`src/rtl/dm_port_arbiter.sv`:
```
// Round-robin arbiter in front of the single-port data memory; SB is done as read-merge-write.
// Define DM_ARB_TRACE_EN to print a line for every memory write.
module dm_port_arbiter #(
   parameter int ADDR_W = 32,
   parameter int DATA_W = 32
) (
   input  logic              clk,
   input  logic              Reset,
   input  logic              req0_valid,
   output logic              req0_ready,
   input  logic [1:0]        req0_op,
   input  logic [ADDR_W-1:0] req0_addr,
   input  logic [DATA_W-1:0] req0_wdata,
   input  logic [31:0]       req0_pc,
   input  logic              req1_valid,
   output logic              req1_ready,
   input  logic [1:0]        req1_op,
   input  logic [ADDR_W-1:0] req1_addr,
   input  logic [DATA_W-1:0] req1_wdata,
   input  logic [31:0]       req1_pc,
   output logic              rsp0_valid,
   output logic [DATA_W-1:0] rsp0_rdata,
   output logic              rsp1_valid,
   output logic [DATA_W-1:0] rsp1_rdata,
   output logic [ADDR_W-1:0] mem_addr,
   output logic              mem_we,
   output logic [DATA_W-1:0] mem_wdata,
   input  logic [DATA_W-1:0] mem_rdata,
   output logic [31:0]       mem_pc
);

   typedef enum logic [1:0] {IDLE, EXEC, WRITE} state_t;

   localparam logic [1:0] OP_LW = 2'd0;
   localparam logic [1:0] OP_SW = 2'd1;
   localparam logic [1:0] OP_SB = 2'd2;

   state_t            state, state_next;
   logic              last_grant;
   logic              lat_port;
   logic [1:0]        lat_op;
   logic [ADDR_W-1:0] lat_addr;
   logic [DATA_W-1:0] lat_wdata;
   logic [31:0]       lat_pc;
   logic [DATA_W-1:0] merge_word;
   logic [DATA_W-1:0] merged_word;
   logic              grant_valid;
   logic              grant_port;
   logic              handshake;
   logic              done;
   logic [DATA_W-1:0] done_rdata;

   // With both ports asking, the one that did not win last time gets the grant.
   always_comb begin
      grant_valid = req0_valid | req1_valid;
      grant_port  = (req0_valid & req1_valid) ? ~last_grant : req1_valid;
   end

   always_comb begin
      merged_word = merge_word;
      case (lat_addr[1:0])
         2'd0:    merged_word[7:0]   = lat_wdata[7:0];
         2'd1:    merged_word[15:8]  = lat_wdata[7:0];
         2'd2:    merged_word[23:16] = lat_wdata[7:0];
         default: merged_word[31:24] = lat_wdata[7:0];
      endcase
   end

   always_comb begin
      state_next = state;
      req0_ready = 1'b0;
      req1_ready = 1'b0;
      mem_we     = 1'b0;
      mem_wdata  = '0;
      done       = 1'b0;
      done_rdata = '0;
      case (state)
         IDLE: begin
            if (grant_valid && !Reset) begin
               req0_ready = ~grant_port;
               req1_ready = grant_port;
               state_next = EXEC;
            end
         end
         EXEC: begin
            case (lat_op)
               OP_LW: begin
                  done       = 1'b1;
                  done_rdata = mem_rdata;
                  state_next = IDLE;
               end
               OP_SW: begin
                  mem_we     = ~Reset;
                  mem_wdata  = lat_wdata;
                  done       = 1'b1;
                  state_next = IDLE;
               end
               OP_SB: state_next = WRITE;
               default: begin
                  done       = 1'b1;
                  state_next = IDLE;
               end
            endcase
         end
         WRITE: begin
            mem_we     = ~Reset;
            mem_wdata  = merged_word;
            done       = 1'b1;
            state_next = IDLE;
         end
         default: state_next = IDLE;
      endcase
   end

   assign handshake = req0_ready | req1_ready;
   assign mem_addr  = {lat_addr[ADDR_W-1:2], 2'b00};
   assign mem_pc    = lat_pc;

   always_ff @(posedge clk) begin
      if (Reset) state <= IDLE;
      else       state <= state_next;
   end

   // Latch the granted request, hold the SB read word, and register the completion pulse.
   always_ff @(posedge clk) begin
      if (Reset) begin
         last_grant <= 1'b1;
         lat_port   <= 1'b0;
         lat_op     <= '0;
         lat_addr   <= '0;
         lat_wdata  <= '0;
         lat_pc     <= '0;
         merge_word <= '0;
         rsp0_valid <= 1'b0;
         rsp1_valid <= 1'b0;
         rsp0_rdata <= '0;
         rsp1_rdata <= '0;
      end else begin
         rsp0_valid <= 1'b0;
         rsp1_valid <= 1'b0;
         if (handshake) begin
            last_grant <= grant_port;
            lat_port   <= grant_port;
            lat_op     <= grant_port ? req1_op    : req0_op;
            lat_addr   <= grant_port ? req1_addr  : req0_addr;
            lat_wdata  <= grant_port ? req1_wdata : req0_wdata;
            lat_pc     <= grant_port ? req1_pc    : req0_pc;
         end
         if (state == EXEC && lat_op == OP_SB) merge_word <= mem_rdata;
         if (done) begin
            if (lat_port) begin
               rsp1_valid <= 1'b1;
               rsp1_rdata <= done_rdata;
            end else begin
               rsp0_valid <= 1'b1;
               rsp0_rdata <= done_rdata;
            end
         end
      end
   end

`ifdef DM_ARB_TRACE_EN
   always @(posedge clk) begin
      if (mem_we) $display("@%h: *%h <= %h", mem_pc, lat_addr, mem_wdata);
   end
`endif

endmodule

```
`config.mk`:
```
export PLATFORM = sky130hd
export DESIGN_NAME = dm_port_arbiter
export DESIGN_NICKNAME = d
export VERILOG_FILES = /design/src/rtl/dm_port_arbiter.sv
export SDC_FILE = /design/constraint.sdc
export NUM_CORES = 1
export LEC_CHECK = 0
export CAP_MARGIN = 5
export CORE_MARGIN = 5
export CORE_UTILIZATION = 35
export CTS_CLUSTER_DIAMETER = 40
export DETAILED_ROUTE_END_ITERATION = 10
export PLACE_DENSITY = 0.74
export SLEW_MARGIN = 20
export SYNTH_ARGS = -nofsm -noshare
export SYNTH_HDL_FRONTEND = slang
export SYNTH_SLANG_ARGS = --single-unit
```
`constraint.sdc`:
```
create_clock -name clk -period 2.2 [get_ports clk]
set_clock_uncertainty 0.1 [all_clocks]
set_input_delay 0.44 -clock clk [delete_from_list [all_inputs] [get_ports clk]]
set_output_delay 0.44 -clock clk [all_outputs]
set_load 0.02 [all_outputs]
```
# Yosys cells after proc, flatten, opt, wreduce, memory -nomap -nowiden
# Cells that the tools add are included.
[classes]
n_eq_ne = 7
n_mux = 26
bitwise = 8
reduce_logical = 10
[op_table]
columns = ["operator", "count"]
rows = [
  ["32-bit 2-to-1 mux", 6],
  ["32-bit one-hot mux with 2 select lines", 1],
  ["8-bit 2-to-1 mux", 4],
  ["1-bit 2-to-1 mux", 9],
  ["2-bit by 1-bit == test with 1-bit output, second input constant", 3],
  ["2-bit == test, second input constant", 3],
  ["2-bit zero test", 3],
  ["2-bit 2-to-1 mux", 3],
  ["1-bit NOT", 5],
  ["1-bit one-hot mux with 2 select lines", 2],
  ["2-bit one-hot mux with 2 select lines", 1],
  ["2-bit AND reduction", 2],
  ["3-bit OR reduction", 1],
  ["1-bit logical AND", 2],
  ["2-bit inequality test, second input constant", 1],
  ["1-bit bitwise OR", 2],
  ["2-bit OR reduction", 1],
  ["1-bit AND", 1],
  ["1-bit zero test", 1],
]
[totals]
reg_bits = 200
input_bits = 232

# Depth between registers and ports, before layout
[depth]
word_depth = 6
mapped_depth = 8

# Worst setup path after synthesis
# OpenSTA, ideal clock, no wires.
[synth_path]
path_type = "reg2out"
from = "reg state[0]"
to = "out mem_wdata[24]"
t_arrival_ns = 1.914
required_ns = 1.660
slack_ns = -0.254
path_stages_with_launch = 9
path_cell_list = "dfxtp_1 > inv_1 > ha_1 > clkbuf_1 > buf_1 > nand2_1 > nor2_1 > a31oi_1 > a21boi_0"
[synth_via]
elab_chain_len = 2
[synth_lines]
columns = ["element", "line_no", "text"]
rows = [
  ["start, declared", "38", "state_t state, state_next;"],
  ["start signal, assigned", "121", "else state <= state_next;"],
  ["2-bit == test / 2-bit by 1-bit == test with 1-bit output (equally long branches)", "77", "case (state)"],
  ["32-bit one-hot mux with 2 select lines *", "77", ""],
  ["end, declared", "27", "output logic [DATA_W-1:0] mem_wdata,"],
]
# Every way passes the cells marked *; elsewhere a longest branch is shown, timed or not.

# Worst setup path in the final report
[layout_path]
from = "reg state[1]"
to = "out mem_wdata[0]"
# The elaborated chain is that of the path after synthesis.

==> impl_results.md <==
* Worst Setup EP: mem_wdata[0]
* Total routed wirelength at 37.0 mm
* Maximum Capacitance Violations at 0
* Register area at 4010 um2
* Register clock-pin slew on the reported worst setup and hold paths at 80 ps
* Hold Crit Depth at 3
* Clock sink total at 200
* Via count at 9707
* Lkg Pwr at 5.25 nW
* Initial antenna violation count at 4
* Post-Syn Instances at 1182
* Synthesized cell area at ~9100 um2
* Startpoint Class: register
* H-tree depth at 4
* Max frequency at 0.410 GHz
* Post-synth EDFFs at 0
* Tmin final at 2440 ps
* Fill cells at 2361
* Run status: finished, violations left
* Req. time, crit path at 1660 ps
* Reg2reg path depth at 8
* Pwr per Cell Area at 618 nW/um2
* Worst VDD drop at 0.000411 V
* Critical path's slowest cell: dfxtp_4
* Row cnt at 59
* Switching share of power at 30.2%
* Hold crit path type: in -> reg
* Die width at 171 um
* Post-DP HPWL at 27.2 mm
* Final hold violations at 0
* Final net count at 1767
* Worst-Margin Slew at 882 ps
* Reg2reg start: state[0]
* GRT Overall Usage at 24.0%
* Core area at 25800 um2
* CTS max path bufs at 2
* Ratio of cells with drive above 1 in the final layout at around 16%
* Synth warn at 0
* Rel. slew slack at between 40% and 50%
* Clock share of power at a little over a third
* Synth cell types at 38
* Tot Pwr at 9.05 mW
* I/O pins at 397
* RSZ-0062 raised after global routing: yes
* Final WS setup at -240 ps
* Failing checks: setup timing
* Reg2reg setup slack at roughly 20 ps
* Post-Layout Cell Count at between 1.5k and 2k
* Placer congestion estimate at ~0.87
* DIE HEIGHT at 171 um
* Power Internal at 6.32 mW
* Worst reg2reg path endpoint: rsp1_rdata[7]
* Later-pin clock latency in the skew report at 430 ps
* Final Setup Violations at 33
* Routed len/inst at 19.7 um
* Vias in the first global route at between 9k and 10k
* Worst path bufs/invs at 2
* First-pass GRT wire length at 54.9 mm
* TritonCTS buffer count at 17
* Area growth from synthesis to layout at 60.9%
* Port bufs at 394
* Fin util at a little under three fifths
* Max stage delay on crit path at slightly below 400 ps
* Syn Area/Cell at roughly 7.7 um2
* Top Family by Delay on Critical Path: compound AO/OA/AOI/OAI gates
* Seq pwr share at about 44%
* Largest net degree at the start of global routing at 88
* Crit. End Element: output pin
* Post-route ant nets at 0
* DRC Markers at 0
* CTS tree: done
* Gate power share at 20.8%
* Seq/Total Area, Yosys at 44.0%
* WP data arrival at 1900 ps
* Ys async rst share at 0%
* Kind of critical path: reg -> out
* Multi-input logic area at 4860 um2
* Cell count along the critical path at 7
* Full die area at between 20000 and 30000 um2
* CP startpoint: state[1]
* Fin crit share at 111%
* Total global routing overflow at 0
* Placed cells at 1837
* DR iter-0 viols at 561
* Top FF cell, synth: dfxtp_1
* Max FO, Critical Path at 8
* CTS root buf: clkbuf_16
* Crit-path cells: inv_4, ha_4, and3b_2, a21o_4, a22oi_2, nor2b_1, buf_4
* Slew Limit Fails at 0
* Via density at about 5.2
* Drt pass-1 iters at 5
* Switching pwr at 2.73 mW
* Initial core utilization at 35.2%
* Synth Register Bits at 200
[logic make-up (layout without fill, tap and decap cells)]
kind of cell	count (synthesis)	count (layout)	share of synthesized area, %
AO/OA/AOI/OAI	259	259	20.8
AND/OR/NAND/NOR	584	584	27.3
multiplexers	1	1	0.110
buffers and inverters	133	494	7.24
other	1	5	0.0412
flip-flops	200	200	44.0
adder cells (fa/ha/maj)	4	4	0.550
[what timing repair did]
item | in CTS | in global routing
endpoints found under the hold margin | 0 | 0
cloned | 3 | 1
hold buffers | 0 | 0
gates resized for setup | 223 | 45
setup buffers | 4 | 3
endpoints found under the setup margin | 34 | 34
pin swaps | 25 | 20
[Yosys cell counts, types with 4 or more instances]
library cell | number | area [um2]
nand2_1 | 361 | 1360
dfxtp_1 | 200 | 4000
nor2_1 | 128 | 480
a311oi_1 | 98 | 858
clkbuf_1 | 73 | 274
nand2b_1 | 68 | 425
a21oi_1 | 36 | 180
o21ai_1 | 35 | 175
buf_4 | 32 | 240
o21ai_2 | 30 | 263
a31oi_1 | 24 | 150
a21boi_0 | 15 | 113
buf_2 | 12 | 60.1
nor2b_1 | 10 | 62.6
a22oi_1 | 9 | 67.6
buf_1 | 9 | 33.8
a21boi_1 | 8 | 60.1
ha_1 | 4 | 50.1
[worst min-delay path by stage]
stage | from | end | slack [ps]
3_5_place_dp | merge_word[10] | merge_word[10] | 350
5_1_grt | Reset | state[0] | 380
6_report | req0_valid | last_grant | 360
3_3_place_gp | merge_word[10] | merge_word[10] | 350
2_1_floorplan | merge_word[10] | merge_word[10] | 340
4_1_cts | merge_word[10] | merge_word[10] | 360
[routing by layer]
layer	global-route usage (%)	wire [um]	vias up	part of all wire (%)
met3	5.10	2560	79	6.9
met1	30.1	15100	4594	41
li1	-	-	4671	-
met4	9.89	1560	2	4.2
met5	0	7	-	0.019
met2	40.3	17700	361	48
[per-stage QoR]
stage          area, um2  hold WS (ps)  setup WS (ps)  TNS, ps
2_1_floorplan       9140           336          -1.24    -1.24
3_3_place_gp       13500           346           -239    -6740
3_5_place_dp       13500           348           -325    -8340
4_1_cts            14400           359           -270    -7050
5_1_grt            14600           383           -320    -9650
6_report           14600           359           -240    -6150
[worst min-delay path, cell delays in order]
cell            delay (ps)
dlymetal6s2s_1         160
a31oi_1                160
or2_2                  110
[final cells by class]
class / instances / area share [%]
clock buffer: 17 / 2.91
inverter: 2 / 0.0854
timing repair buffer: 460 / 32.2
antenna: 3 / 0.0513
clock inverter: 15 / 1.24
sequential: 200 / 27.4
multi-input combinational: 850 / 33.2
tap: 335 / 2.86
[layout by cell type (no fill, tap or decap), drive strengths merged, types with 4 or more instances in the layout]
master,instances
nand2,361
clkdlybuf4s50,357
dfxtp,200
nor2,128
buf,101
a311oi,98
nand2b,68
o21ai,67
a21oi,36
a31oi,24
a21boi,23
clkbuf,18
nor2b,10
clkinv,10
a22oi,9
inv,7
nor3b,4
ha,4
[state kept, by name, indices dropped and copies added, names as in the netlist, 2 cells and up]
signal and flops:
rsp0_rdata 32, merge_word 32, state 2, lat_addr 32, lat_op 2, lat_wdata 32, rsp1_rdata 32, mem_pc 32
[power groups by stage]
stage                     combinational [mW]  clock, mW  sequential (mW)
final                                   1.88       3.21             3.95
after CTS                               1.86       3.30             3.95
after global placement                  1.80          0             4.03
after global routing                    2.02       3.44             3.98
after floorplan                        0.790          0             4.06
after detailed placement                1.82          0             4.03
Note: power is estimated with default switching activity, not from simulation.
